<file path="src/rtl/i2c_master_byte_ctrl.sv">
// i2c_master_byte_ctrl: byte-level I2C master engine.
// Runs START/STOP/WRITE/READ as four quarter-bit phases per bit.
module i2c_master_byte_ctrl #(
  parameter int QTR      = 4,
  parameter int CNT_BITS = 8
) (
  input  logic       clk,
  input  logic       n_rst,
  input  logic       cmd_valid,
  output logic       cmd_ready,
  input  logic [1:0] cmd,
  input  logic [7:0] tx_data,
  input  logic       send_ack,
  output logic [7:0] rx_data,
  output logic       rx_ack,
  output logic       done,
  output logic       arb_lost,
  input  logic       scl_in,
  input  logic       sda_in,
  output logic       scl_oe,
  output logic       sda_oe
);

  typedef enum logic [2:0] {
    IDLE, START, STOP, BIT, DONE
  } state_t;

  localparam logic [CNT_BITS-1:0] CMAX =
    CNT_BITS'(QTR - 1);

  state_t              state_q, state_d;
  logic [1:0]          ph_q, ph_d;
  logic [CNT_BITS-1:0] cnt_q, cnt_d;
  logic [3:0]          bit_q, bit_d;
  logic                rd_q, rd_d;
  logic                ack_q, ack_d;
  logic [7:0]          tx_q, tx_d;
  logic [7:0]          sh_q, sh_d;
  logic [7:0]          rx_q, rx_d;
  logic                rxack_q, rxack_d;
  logic                done_q, done_d;
  logic                arb_q, arb_d;
  logic                sclh_q, sclh_d;
  logic                sdah_q, sdah_d;
  logic                run, stall, ph_end;
  logic                samp, lost, wbit;

  always_comb begin
    state_d = state_q;
    ph_d    = ph_q;
    cnt_d   = cnt_q;
    bit_d   = bit_q;
    rd_d    = rd_q;
    ack_d   = ack_q;
    tx_d    = tx_q;
    sh_d    = sh_q;
    rx_d    = rx_q;
    rxack_d = rxack_q;
    done_d  = 1'b0;
    arb_d   = 1'b0;
    sclh_d  = sclh_q;
    sdah_d  = sdah_q;
    scl_oe  = sclh_q;
    sda_oe  = sdah_q;
    lost    = 1'b0;
    run     = (state_q == START) ||
              (state_q == STOP) ||
              (state_q == BIT);
    wbit    = rd_q ? (bit_q == 4'd8 && ack_q)
                   : (bit_q != 4'd8 && !tx_q[7]);
    // SCL is released in these phases; a slave may stretch
    stall   = (ph_q == 2'd1 ||
               (state_q == START && ph_q == 2'd0)) &&
              cnt_q == '0 && !scl_in;
    ph_end  = !stall && cnt_q == CMAX;
    samp    = ph_q == 2'd2 && ph_end;

    unique case (state_q)
      IDLE: begin
        if (cmd_valid && !done_q) begin
          ph_d  = '0;
          cnt_d = '0;
          bit_d = '0;
          tx_d  = tx_data;
          ack_d = send_ack;
          rd_d  = cmd == 2'b11;
          unique case (cmd)
            2'b00:   state_d = START;
            2'b01:   state_d = STOP;
            default: state_d = BIT;
          endcase
        end
      end
      START: begin
        scl_oe = ph_q == 2'd3;
        sda_oe = ph_q[1];
        lost   = ph_q == 2'd1 && !sda_in;
      end
      STOP: begin
        scl_oe = ph_q == 2'd0;
        sda_oe = ph_q != 2'd3;
      end
      BIT: begin
        scl_oe = ph_q == 2'd0 || ph_q == 2'd3;
        sda_oe = wbit;
        if (samp && bit_q != 4'd8) begin
          if (rd_q) sh_d = {sh_q[6:0], sda_in};
          else      lost = !wbit && !sda_in;
        end
        if (samp && bit_q == 4'd8 && !rd_q)
          rxack_d = sda_in;
      end
      DONE: begin
        done_d  = 1'b1;
        state_d = IDLE;
        if (rd_q) rx_d = sh_q;
      end
      default: state_d = IDLE;
    endcase

    if (run) begin
      sclh_d = scl_oe;
      sdah_d = sda_oe;
      if (ph_end)     cnt_d = '0;
      else if (!stall) cnt_d = cnt_q + CNT_BITS'(1);
      if (ph_end) begin
        ph_d = ph_q + 2'd1;
        if (ph_q == 2'd3) begin
          if (state_q == BIT && bit_q != 4'd8) begin
            bit_d = bit_q + 4'd1;
            tx_d  = {tx_q[6:0], 1'b0};
          end else begin
            state_d = DONE;
          end
        end
      end
      if (lost) begin
        state_d = IDLE;
        done_d  = 1'b1;
        arb_d   = 1'b1;
        sclh_d  = 1'b0;
        sdah_d  = 1'b0;
      end
    end
  end

  always_ff @(posedge clk or negedge n_rst) begin
    if (!n_rst) begin
      state_q <= IDLE;
      ph_q    <= '0;
      cnt_q   <= '0;
      bit_q   <= '0;
      rd_q    <= 1'b0;
      ack_q   <= 1'b0;
      tx_q    <= '0;
      sh_q    <= '0;
      rx_q    <= '0;
      rxack_q <= 1'b0;
      done_q  <= 1'b0;
      arb_q   <= 1'b0;
      sclh_q  <= 1'b0;
      sdah_q  <= 1'b0;
    end else begin
      state_q <= state_d;
      ph_q    <= ph_d;
      cnt_q   <= cnt_d;
      bit_q   <= bit_d;
      rd_q    <= rd_d;
      ack_q   <= ack_d;
      tx_q    <= tx_d;
      sh_q    <= sh_d;
      rx_q    <= rx_d;
      rxack_q <= rxack_d;
      done_q  <= done_d;
      arb_q   <= arb_d;
      sclh_q  <= sclh_d;
      sdah_q  <= sdah_d;
    end
  end

  assign cmd_ready = state_q == IDLE && !done_q;
  assign rx_data   = rx_q;
  assign rx_ack    = rxack_q;
  assign done      = done_q;
  assign arb_lost  = arb_q;

endmodule
</file>
<file path="config.mk">
export PLATFORM = sky130hd
export DESIGN_NAME = i2c_master_byte_ctrl
export DESIGN_NICKNAME = d
export VERILOG_FILES = /design/src/rtl/i2c_master_byte_ctrl.sv
export SDC_FILE = /design/constraint.sdc
export NUM_CORES = 1
export LEC_CHECK = 0
export ABC_AREA = 1
export BUFFER_PORTS_ARGS = -buffer_cell sky130_fd_sc_hd__buf_4
export CAP_MARGIN = 15
export CORE_MARGIN = 2
export CORE_UTILIZATION = 65
export CTS_BUF_LIST = sky130_fd_sc_hd__clkbuf_2
export CTS_CLUSTER_SIZE = 12
export DETAILED_ROUTE_END_ITERATION = 10
export MAX_ROUTING_LAYER = met4
export PLACE_DENSITY = 0.88
export SLEW_MARGIN = 20
export SYNTH_ARGS = -nofsm -noshare
export SYNTH_HDL_FRONTEND = slang
export SYNTH_SLANG_ARGS = --single-unit
</file>
<file path="constraint.sdc">
create_clock -name clk -period 2.94 [get_ports clk]
set_input_delay 0.294 -clock clk [delete_from_list [all_inputs] [get_ports clk]]
set_output_delay 0.294 -clock clk [all_outputs]
set_load 0.02 [all_outputs]
</file>
==> flow_summary.ini <==
[detailed_routing]
viasPerCell = 5.315
drt_iter0_markers = 206
routedWlPerCell_um = 12.67
drc = 0
drt-total-wl_um = 4750
dr.pass1.iters = 4
drtAntennaViolNets = 0
num_vias = 1993

[cells_and_area]
finalNonFillerCells = 375
diodes = 0
layout.nets = 350
finish.instance_area_um2 = 2824
drive_above_1_share = 0.1865
area_growth_pct = 13.59
fillers = 274

[power]
p_switching_mw = 0.8880
intPower_mw = 1.347
seqPwrFrac = 0.440
ir_drop_uv = 495.1
swShare = 0.3974
p_leak_nw = 1.499
combPwrFrac = 0.399
p_clk_frac = 0.160
cellPowerDensity_nw_per_um2 = 791.3

[worst_setup_path]
crit_path_cell_trace = inv_1 -> ha_1 -> nand3b_2 -> inv_1 -> nor2_1 -> nand2_1 -> nand4_1 -> o21ai_0 -> inv_1 -> buf_4
critical_path_required_ps = 2650
crit_slowest_cell = dfrtp_1
reg2reg_from = state_q[0]$_DFF_PN0_
r2r_slack_ps = 1040
rr_worst_depth = 11
cpPeakStageDelay_ps = 460
crit_top_cell = inv_1
critPathCaptureType = output port
start_kind = register
cp_data_arrival_time_ps = 2000
cpLargestDelayFamily = buffers and inverters
crit_buf_inv = 4
worstReg2RegEnd = bit_q[2]$_DFF_PN0_
crit_fanout = 4
criticalPathCategory = register to output port

[placement]
port_buffers = 29
dp_hpwl_um = 3510
place_area_um2 = 2746
gp_congestion = 0.9873
dp_cells = 366

[cts]
clkLatencyLatePin_ps = 440
post_cts_buffers = 0
clkTransAtPathRegs_ps = 220
htreeDepth = 2
clock_sinks = 48
clk_path_buf_depth = 2
cts_tree = yes
root_buffer = clkbuf_2
cts_buffers = 5

[logic_synthesis]
ys_ff_latch = 48
synth-edff-count = 0
ys_types = 33
seq_area_frac_synth = 0.4831
synth_common_cells = 70 x nand2_1, 48 x dfrtp_1, 40 x inv_1
ys.flop_type = dfrtp_1
synth_cells = 292
synth_top_area_frac = 0.4831
synth_most_common_cell = nand2_1
syn_nets = 316
yosys_warnings = 0
avgSynthCellArea_um2 = 8.514
synth_area_leaders = dfrtp_1 48%, nand2_1 11%, inv_1 6.0%
synth_top_cell_by_area = dfrtp_1
ys_async_sr_fraction = 1.000
syn_area_um2 = 2486

[hold_path]
hold-path-cell-count = 3
min_to = ack_q$_DFFE_PN0P_
hp-class = input pin to register
hp-start = send_ack

[floorplan]
rows = 22
start_util = 0.6791
die_h_um = 65.85
die_w_um = 65.85
io_pins = 30
core_um2 = 3661
dieArea_um2 = 4336

[global_route]
grt_pass1_vias = 1938
grt_use_total = 0.2569
antenna_found_initial = 0
grt_pass1_wl_um = 8273
grt-ovfl-total = 0
grt_max_degree = 49

[timing]
slew_headroom = 0.5964
report.final.slew_viol_count = 0
timing.setup.tns_ps = 0
rsz0062_at_grt = no
clock.fmax_mhz = 435.0
period_needed_ps = 2299
setup_viol = 0
skew_ps = 22.59
worst_pin_slew_ps = 605.4
final.period_utilization = 0.7819
hold_viol = 0

[outcome]
status = completed

[run]
maxCapViolations = 0
## timing repair
action	CTS	global route
gates resized for setup	0	0
setup endpoints to repair	0	0
hold buffers	1	0
endpoints found under the hold margin	48	0
## worst max-delay path by stage
| stage | startpoint | to | slack [ps] | cells past startpoint |
|---|---|---|---|---|
| 2_1_floorplan | bit_q[0]$_DFF_PN0_ | tx_q[1]$_DFF_PN0_ | 1290 | 8 |
| 5_1_grt | bit_q[0]$_DFF_PN0_ | sda_oe | 400 | 10 |
| 3_5_place_dp | state_q[0]$_DFF_PN0_ | bit_q[2]$_DFF_PN0_ | 1100 | 11 |
| 4_1_cts | bit_q[0]$_DFF_PN0_ | sda_oe | 630 | 10 |
| 3_3_place_gp | ph_q[1]$_DFF_PN0_ | sh_q[1]$_DFFE_PN0P_ | 1150 | 8 |
| 6_report | bit_q[0]$_DFF_PN0_ | sda_oe | 640 | 10 |
## worst reg2reg max path, delay by kind of cell (launching register included)
kind	cells	cell delay, ps
buf+inv	2	450
simple gates	7	740
compound gates	2	140
flops	1	460
## power groups by stage
stage	clock (mW)	sequential, mW	combinational [mW]
final	0.358	0.984	0.892
after global routing	0.386	1.01	1.02
after CTS	0.366	0.985	0.896
after detailed placement	0	1.00	0.889
after global placement	0	0.986	0.862
after floorplan	0	0.964	0.673
## cell families after synthesis
family,synth area share
adder cells (fa/ha/maj),0.04026
AO/OA/AOI/OAI,0.1178
multiplexers,0.02818
flip-flops,0.4831
buffers and inverters,0.07650
AND/OR/NAND/NOR,0.2365
XOR/XNOR,0.01762
## area by class of cell
class	instances	area, um2	area share
flip-flops and latches	48	1201	0.4253
well taps	48	60.06	0.02127
clock buffers	5	25.02	0.008861
inverters	42	157.7	0.05583
multi-input cells	197	1095	0.3877
repair buffers	32	242.7	0.08595
clock inverters	3	42.54	0.01506
## layer usage
| layer | global-route usage | share of wire | wire length [um] |
|---|---|---|---|
| met1 | 0.3200 | 0.45 | 2139 |
| met2 | 0.4306 | 0.50 | 2361 |
| met3 | 0.05111 | 0.040 | 192 |
| met4 | 0.07031 | 0.012 | 57 |
| met5 | - | 0 | 0 |
## registers in the layout, indices dropped and copies added (netlist names)
register  cells
ph_q          2
sdah_q        1
bit_q         4
arb_lost      1
ack_q         1
cnt_q         8
rx_ack        1
rx_data       8
state_q       3
tx_q          8
sclh_q        1
sh_q          8
done          1
rd_q          1
## metrics by stage
stage	setup slack [ps]	total power, mW	util	hold slack (ps)
finish	641.1	2.235	0.7714	71.75
global placement	1146	1.848	0.7502	335.4
CTS	625.8	2.247	0.7714	38.96
detailed placement	1096	1.889	0.7502	339.5
global route	403.6	2.418	0.7714	32.63
floorplan	1289	1.636	-	-1.591
## cells in the final DEF, fill, tap and decap left out, drive strengths merged
master and instances:
bufinv 1, nor3 3, nor3b 1, a22oi 1, nand2 73, xor2 2
buf 31, o22ai 1, clkinvlp 1, o21a 1, dfrtp 48, dlygate4sd3 1
clkinv 1, a21oi 2, o21ai 38, nand4 5, a21boi 1, mux2i 7
and3 1, inv 42, o31ai 2, nand3 18, clkbuf 5, ha 8
nor2 27, xnor2 3, o211ai 2, nand3b 1
(Power assumes the default switching activity.)
